==> src/rtl/bsg_manycore_sdr_row_reset_sequencer.sv <==
// Row-level SDR reset sequencer: walks every enabled link through a full reset assertion,
// a token pulse, staged link releases and a staggered core release, then reports done.
module bsg_manycore_sdr_row_reset_sequencer #(
  parameter int num_links_p  = 16,
  parameter int hold_width_p = 8,
  parameter int stagger_p    = 2
) (
  input  logic                    core_clk_i,
  input  logic                    core_reset_n_i,
  input  logic                    cmd_v_i,
  output logic                    cmd_ready_o,
  input  logic [num_links_p-1:0]  cmd_mask_i,
  input  logic [hold_width_p-1:0] cmd_hold_i,
  input  logic                    abort_i,
  output logic [num_links_p-1:0]  async_token_reset_o,
  output logic [num_links_p-1:0]  async_uplink_reset_o,
  output logic [num_links_p-1:0]  async_downlink_reset_o,
  output logic [num_links_p-1:0]  async_downstream_reset_o,
  output logic [num_links_p-1:0]  core_reset_o,
  output logic                    busy_o,
  output logic                    done_o
);

  localparam int core_cycles_lp = (num_links_p - 1) * stagger_p + 1;
  localparam int stag_width_lp  = (core_cycles_lp > 1) ? $clog2(core_cycles_lp) : 1;
  localparam logic [stag_width_lp-1:0] stag_last_lp = stag_width_lp'(core_cycles_lp - 1);
  localparam logic [stag_width_lp-1:0] stag_inc_lp  = {{(stag_width_lp-1){1'b0}}, 1'b1};
  localparam logic [hold_width_p:0]    hold_inc_lp  = {{hold_width_p{1'b0}}, 1'b1};
  localparam logic [num_links_p-1:0]   ones_lp      = {num_links_p{1'b1}};
  localparam logic [num_links_p-1:0]   zeros_lp     = {num_links_p{1'b0}};

  // Encoding is consecutive so each dwell stage advances by one.
  typedef enum logic [2:0] {
    IDLE           = 3'd0,
    ASSERT_ALL     = 3'd1,
    TOKEN          = 3'd2,
    UPLINK_REL     = 3'd3,
    DOWNLINK_REL   = 3'd4,
    DOWNSTREAM_REL = 3'd5,
    CORE_REL       = 3'd6,
    DONE           = 3'd7
  } state_e;

  state_e                  state_r, next_state_s;
  logic [hold_width_p:0]   hold_cnt_r, next_hold_cnt_s;
  logic [stag_width_lp-1:0] stag_cnt_r, next_stag_cnt_s;
  logic [num_links_p-1:0]  mask_r, next_mask_s;
  logic [hold_width_p-1:0] hold_r, next_hold_s;
  logic [num_links_p-1:0]  next_token_s, next_uplink_s, next_downlink_s;
  logic [num_links_p-1:0]  next_downstream_s, next_core_s;
  logic                    next_ready_s, next_busy_s, next_done_s;
  logic                    accept_s, hold_done_s, stag_done_s;

  // Next-state, counters and the output image of the state being entered.
  always_comb begin
    accept_s        = cmd_v_i & cmd_ready_o & ~abort_i;
    hold_done_s     = (hold_cnt_r == {1'b0, hold_r});
    stag_done_s     = (stag_cnt_r == stag_last_lp);
    next_state_s    = state_r;
    next_hold_cnt_s = {(hold_width_p+1){1'b0}};
    next_stag_cnt_s = {stag_width_lp{1'b0}};
    next_mask_s     = mask_r;
    next_hold_s     = hold_r;

    if (abort_i) begin
      next_state_s = IDLE;
    end else begin
      case (state_r)
        IDLE, DONE: begin
          if (accept_s) begin
            next_state_s = ASSERT_ALL;
            next_mask_s  = cmd_mask_i;
            next_hold_s  = cmd_hold_i;
          end else begin
            next_state_s = state_r;
          end
        end
        ASSERT_ALL, TOKEN, UPLINK_REL, DOWNLINK_REL, DOWNSTREAM_REL: begin
          if (hold_done_s) begin
            next_state_s = state_e'(state_r + 3'd1);
          end else begin
            next_hold_cnt_s = hold_cnt_r + hold_inc_lp;
          end
        end
        CORE_REL: begin
          if (stag_done_s) begin
            next_state_s = DONE;
          end else begin
            next_stag_cnt_s = stag_cnt_r + stag_inc_lp;
          end
        end
        default: next_state_s = IDLE;
      endcase
    end

    next_ready_s      = (next_state_s == IDLE) || (next_state_s == DONE);
    next_busy_s       = ~next_ready_s;
    next_done_s       = (next_state_s == DONE) && (state_r != DONE);
    next_token_s      = zeros_lp;
    next_uplink_s     = ones_lp;
    next_downlink_s   = ones_lp;
    next_downstream_s = ones_lp;
    next_core_s       = ones_lp;

    // Masked-off links, and every link while idle, keep the fully asserted image.
    for (int i = 0; i < num_links_p; i++) begin
      case (next_mask_s[i] ? next_state_s : IDLE)
        TOKEN: next_token_s[i] = 1'b1;
        UPLINK_REL: next_uplink_s[i] = 1'b0;
        DOWNLINK_REL: begin
          next_uplink_s[i]   = 1'b0;
          next_downlink_s[i] = 1'b0;
        end
        DOWNSTREAM_REL: begin
          next_uplink_s[i]     = 1'b0;
          next_downlink_s[i]   = 1'b0;
          next_downstream_s[i] = 1'b0;
        end
        CORE_REL: begin
          next_uplink_s[i]     = 1'b0;
          next_downlink_s[i]   = 1'b0;
          next_downstream_s[i] = 1'b0;
          // Highest link releases at count 0, each lower link stagger_p counts later.
          next_core_s[i] = (next_stag_cnt_s < stag_width_lp'((num_links_p - 1 - i) * stagger_p));
        end
        DONE: begin
          next_uplink_s[i]     = 1'b0;
          next_downlink_s[i]   = 1'b0;
          next_downstream_s[i] = 1'b0;
          next_core_s[i]       = 1'b0;
        end
        default: next_token_s[i] = 1'b0;
      endcase
    end
  end

  // State, counters, captured command and registered outputs.
  always_ff @(posedge core_clk_i or negedge core_reset_n_i) begin
    if (!core_reset_n_i) begin
      state_r                  <= IDLE;
      hold_cnt_r               <= {(hold_width_p+1){1'b0}};
      stag_cnt_r               <= {stag_width_lp{1'b0}};
      mask_r                   <= zeros_lp;
      hold_r                   <= {hold_width_p{1'b0}};
      async_token_reset_o      <= zeros_lp;
      async_uplink_reset_o     <= ones_lp;
      async_downlink_reset_o   <= ones_lp;
      async_downstream_reset_o <= ones_lp;
      core_reset_o             <= ones_lp;
      cmd_ready_o              <= 1'b0;
      busy_o                   <= 1'b0;
      done_o                   <= 1'b0;
    end else begin
      state_r                  <= next_state_s;
      hold_cnt_r               <= next_hold_cnt_s;
      stag_cnt_r               <= next_stag_cnt_s;
      mask_r                   <= next_mask_s;
      hold_r                   <= next_hold_s;
      async_token_reset_o      <= next_token_s;
      async_uplink_reset_o     <= next_uplink_s;
      async_downlink_reset_o   <= next_downlink_s;
      async_downstream_reset_o <= next_downstream_s;
      core_reset_o             <= next_core_s;
      cmd_ready_o              <= next_ready_s;
      busy_o                   <= next_busy_s;
      done_o                   <= next_done_s;
    end
  end

endmodule

==> config.mk <==
export PLATFORM = sky130hd
export DESIGN_NAME = bsg_manycore_sdr_row_reset_sequencer
export DESIGN_NICKNAME = d
export VERILOG_FILES = /design/src/rtl/bsg_manycore_sdr_row_reset_sequencer.sv
export SDC_FILE = /design/constraint.sdc
export NUM_CORES = 1
export LEC_CHECK = 0
export CORE_MARGIN = 4
export CORE_UTILIZATION = 45
export DETAILED_ROUTE_END_ITERATION = 8
export PLACE_DENSITY = 0.76
export SKIP_CTS_REPAIR_TIMING = 1
export SLEW_MARGIN = 20
export SYNTH_ARGS = -nofsm -noshare
export SYNTH_HDL_FRONTEND = slang
export SYNTH_SLANG_ARGS = --single-unit
==> constraint.sdc <==
create_clock -name core_clk_i -period 2.1 [get_ports core_clk_i]
set_input_delay 0.21 -clock core_clk_i [delete_from_list [all_inputs] [get_ports core_clk_i]]
set_output_delay 0.21 -clock core_clk_i [all_outputs]
set_load 0.03 [all_outputs]
Word-level counts from Yosys, hierarchy flattened
Index checks and enable logic that the tools add are counted.

Input port bits: 28. Word-level logic and storage cells: 308. Output and inout bits: 83. Flip-flop bits (word level): 124.

Eq/ne operators: 107. Reductions and logical operators: 55. Multiplexer cells: 110. $lt $le $gt $ge: 16. Bitwise gates (word level): 4. Add/sub/neg operators: 3.

Operators by type and width (count): $eq 3x3->1 const B (69); $eq 3x2->1 const B (34); $reduce_or 5->1 (17); $mux 1 (64); $reduce_or 4->1 (16); $mux 3 (20); $mux 16 (3); $reduce_or 3->1 (16); $lt 5x5->1 const B (8); $pmux 1 s2 (16); $mux 9 (3); $lt 5x4->1 const B (4); $mux 5 (3); $lt 5x3->1 const B (2); $add 9x1->9 const B (1); $eq 9x8->1 (1); $pmux 3 s3 (1); $logic_not 3->1 (2); $add 5x1->5 const B (1); $eq 5x5->1 const B (1); $lt 5x1->1 const B (1); $lt 5x2->1 const B (1); $add 3x1->3 const B (1); $eq 3x1->1 const B (1); other kinds (7) (9).

Longest topological paths before layout
Word-level depth: 9. Depth in mapped cells: 11.

Worst setup path after synthesis
No wires, ideal clock.

Path kind: register to register. Start: reg state_r[0]. End: reg async_uplink_reset_o[10]. Arrival: 2.207 ns. Library setup time: 0.061 ns. Stages on the path, launching flop included: 11. Required time: 2.039 ns. Clock period less this slack: 2.267 ns. Slack: -0.167 ns. Cells stage by stage: dfrtp_1 inv_1 ha_1 mux2i_2 a41oi_2 nand2_1 o21ai_1 a211oi_4 o21ai_2 buf_2 nand2_1.

Cells in the longest elaborated chain, start to end: 8.

Ends and longest elaborated chain: from (decl) (line 44) `state_e state_r, next_state_s;`; from (signal assigned) (line 154) `state_r <= next_state_s;`; $add 3x1->3, or another cell as far along (line 80) `next_state_s = state_e'(state_r + 3'd1);`; $mux 3, or another cell as far along (line 79) `if (hold_done_s) begin`; $pmux 3 s3 / $mux 16 (equally long branches) (line 68) `case (state_r)`; $mux 3 / $mux 16 (equally long branches) (line 65) `if (abort_i) begin`; $mux 3 * (line 107) `case (next_mask_s[i] ? next_state_s : IDLE)`; $eq 3x3->1 / $eq 3x2->1 (equally long branches) (line 107); $reduce_or 5->1 (no source line) *; $mux 1 * (line 107); net next_uplink_s[10] (line 49) `logic [num_links_p-1:0] next_token_s, next_uplink_s, next_downlink_s;`; to (signal assigned) (line 146) `async_uplink_reset_o <= ones_lp;`; to (signal assigned) (line 160) `async_uplink_reset_o <= next_uplink_s;`; to (decl) (line 16) `output logic [num_links_p-1:0] async_uplink_reset_o,`.

Mark *: on every way through the listed nets, which the timed path passes. The rest lies on a longest branch. A chain may end at the register's enable or synchronous reset.

Worst setup path in the final report
Start: reg state_r[1]. End: reg core_reset_o[9].

Cells in the longest elaborated chain, start to end: 7.

Ends and longest elaborated chain: $eq 3x1->1, or another cell as far along (line 68); $reduce_or 5->1 / $reduce_or 2->1 (equally long branches) (line 68); $pmux 3 s3 * (line 68); $mux 3 * (line 65); net next_state_s[0] (line 44); $mux 3 * (line 107); $eq 3x3->1 (line 107); $pmux 1 s2 * (line 107); net next_core_s[9] (line 50) `logic [num_links_p-1:0] next_downstream_s, next_core_s;`; to (signal assigned) (line 149) `core_reset_o <= ones_lp;`; to (signal assigned) (line 163) `core_reset_o <= next_core_s;`; to (decl) (line 19) `output logic [num_links_p-1:0] core_reset_o,`.

Marks and branches as above.

==> metrics.cfg <==
[status]
status = finished with violations
failed_checks = negative setup slack

[global_routing]
grt_overflow = 0
grtUsageTotal_pct = 21.3
antenna_found_initial = 0
grt_max_degree = 61
grt_pass1_wl_mm = 20.6
grt_pass1_vias = 3975

[floorplan]
design.die.area_um2 = 12300
fp.dieH_um = 111
rows = 37
ios = 111
coreArea_um2 = 10300
start_util_pct = 46.3
die_w_um = 111

[logic_synthesis]
synth_area_per_cell_um2 = 12.5
synth_edf_count = 0
netlist.area_leader.share_pct = 35.2
syn_nets = 419
synthFlopType = dfstp_2
synthDistinctLibCells = 48
syn_inst = 383
synthTopCellsByArea = dfstp_2 35%, dfrtp_1 31%, mux2_2 3.3%
yosysTopAreaCell = dfstp_2
ys_seq_area_share_pct = 66.6
ys_async_sr_fraction_pct = 100
netlist_area_um2 = 4780
ys_warn_count = 0
ys_ff_latch = 124

[timing]
fmax_mhz = 415
finalWorstPathRequiredPeriod_ps = 2410
whs_ps = 158
fin_ws_ps = -310
drv_slew = 0
slew_headroom_pct = 74.3
rsz0062_at_grt = true
finalSetupViolCount = 97
tightest_slew_ps = 382
period_share_pct = 115
hold_viol = 0
fin_worst_skew_ps = 9.90

[worst_setup_path]
crit_required_ps = 2550
rr_startpoint = state_r[1]
slowest_delay_ps = 430
reg2reg_to = core_reset_o[9]
path_cells = inv_1 -> ha_4 -> mux2i_4 -> a41oi_2 -> buf_4 -> nand2_4 -> o21ai_4 -> a211oi_4 -> inv_2 -> buf_6 -> nor2_4 -> a211o_1
cp.arrival_ps = 2860
start_kind = flip-flop
crit_path_top_delay_cell = dfrtp_1
worst_setup_path_end_kind = flip-flop
r2r_slack_ps = -310
crit_type = reg2reg
crit_fanout = 6
reg2regPathDepth = 12

[routing]
ant_nets = 0
via_per_inst = 5.04
routedWlPerCell_um = 19.7
drt_iter0_drc = 226
dr.pass1.iters = 5
drc = 0
vias = 3732
wirelength_mm = 14.6

[final_layout]
syn2layout_area_growth_pct = 67.1
nets = 627
drive_gt1_share_pct = 47.2
final_common_cell = clkdlybuf4s50_1
antenna_cells = 0
layout_common_cells = 109 x clkdlybuf4s50_1, 64 x dfstp_2, 58 x dfrtp_1, 58 x buf_4, 34 x nand2_1

[clock_tree]
clock_latency_ps = 520
cts_max_level = 4
cts_made_buffers = 17
clock_path_buffers = 2
cts.sinks = 124
path_clk_slew_ps = 60
cts_tree = done
ctsRootBufferMaster = clkbuf_8

[power_and_ir_drop]
power_leakage_nw = 3.37
power_w = 0.0137
peakVddDrop_uv = 1000
power_density_nw_per_um2 = 1710

[placed_design]
portBuffers = 110
hpwl_mm = 8.50
gp_congestion = 0.876
pre_cts_ws_ps = -348

[job]
drv_cap = 0

[min_path]
hold_path.class = in2async

==> power by group <==
part,total [W],internal [W],switching [W]
Clock,0.00320,0.00212,0.00108
Sequential,0.00363,0.00326,0.000365
Combinational,0.00683,0.00309,0.00373
==> sequential cells by signal (all words and copies together) (netlist names) <==
name and flops:
cmd_ready_o 1, mask_r 16, state_r 3, stag_cnt_r 5, async_uplink_reset_o 16, done_o 1, async_token_reset_o 16, async_downlink_reset_o 16
hold_r 8, async_downstream_reset_o 16, busy_o 1, hold_cnt_r 9, core_reset_o 16
==> final cells by class <==
| type | count | area [um2] |
|---|---|---|
| Clock inverter | 13 | 214 |
| Clock buffer | 19 | 442 |
| Multi-Input combinational cell | 219 | 1890 |
| Sequential cell | 124 | 3190 |
| Timing Repair Buffer | 198 | 1960 |
| Tap cell | 136 | 170 |
| Inverter | 30 | 119 |
| Fill cell | 580 | 2340 |
| Timing Repair inverter | 1 | 7.51 |
==> through the flow <==
| stage | instance area [um2] | TNS [ps] | utilization, % | std cells |
|---|---|---|---|---|
| 4_1_cts | 7240 | -22490 | 70.1 | 716 |
| 5_1_grt | 7990 | -27010 | 77.4 | 740 |
| 3_5_place_dp | 6580 | -17960 | 63.8 | 684 |
| 2_1_floorplan | 4830 | -176 | - | 383 |
| 3_3_place_gp | 6580 | -8620 | 63.8 | 684 |
| 6_report | 7990 | -19910 | 77.4 | 740 |
==> cell families after synthesis <==
family	synth area share [%]
adders and majority gates	2.09
muxes	5.89
and+or+nand+nor	13.6
xor gates and xnor gates	3.30
DFF	66.6
buffers and inverters	3.72
AOI/OAI and AO/OA	4.82
==> how the worst max path moves through the flow <==
stage | depth (start not counted) | startpoint | slack (ps) | endpoint
after floorplan | 10 | state_r[0] | -20 | async_token_reset_o[12]
after global placement | 11 | hold_r[7] | -200 | async_uplink_reset_o[5]
after detailed placement | 11 | state_r[1] | -350 | async_token_reset_o[2]
after CTS | 8 | state_r[1] | -390 | core_reset_o[7]
after global routing | 11 | state_r[1] | -400 | async_token_reset_o[12]
final | 12 | state_r[1] | -310 | core_reset_o[9]
==> synth_stat cells (all sizes together), types with 2 or more instances <==
library cell and n:
nand2b 6, ha 8, xor2 12, o21a 2
nor2 43, nor3 4, a21oi 6, o21ai 6
nand3 24, or3 4, inv 29, a31oi 2
nor2b 6, mux2i 12, dfstp 64, nor4 2
and3 3, mux2 14, o311ai 2, nand2 39
o211ai 4, buf 10, a211o 3, dfrtp 60
xnor2 6
==> worst max-delay path: cells and delay by family, from the launching register on <==
family                   cells  cell delay, ps
multiplexers                 1             160
AO/OA/AOI/OAI                4             740
adder cells (fa/ha/maj)      1             200
AND/OR/NAND/NOR              2             210
buffers and inverters        4             600
flip-flops                   1             430
==> per-layer routing <==
| layer | part of all wire, % | track usage, % | vias to the layer above |
|---|---|---|---|
| met1 | 38 | 24.0 | 1919 |
| met4 | 2.1 | 7.95 | 0 |
| li1 | - | - | 1681 |
| met2 | 54 | 37.1 | 106 |
| met5 | 0 | 0 | - |
| met3 | 5.7 | 7.75 | 26 |
Note: power is estimated with default switching activity, not from simulation.
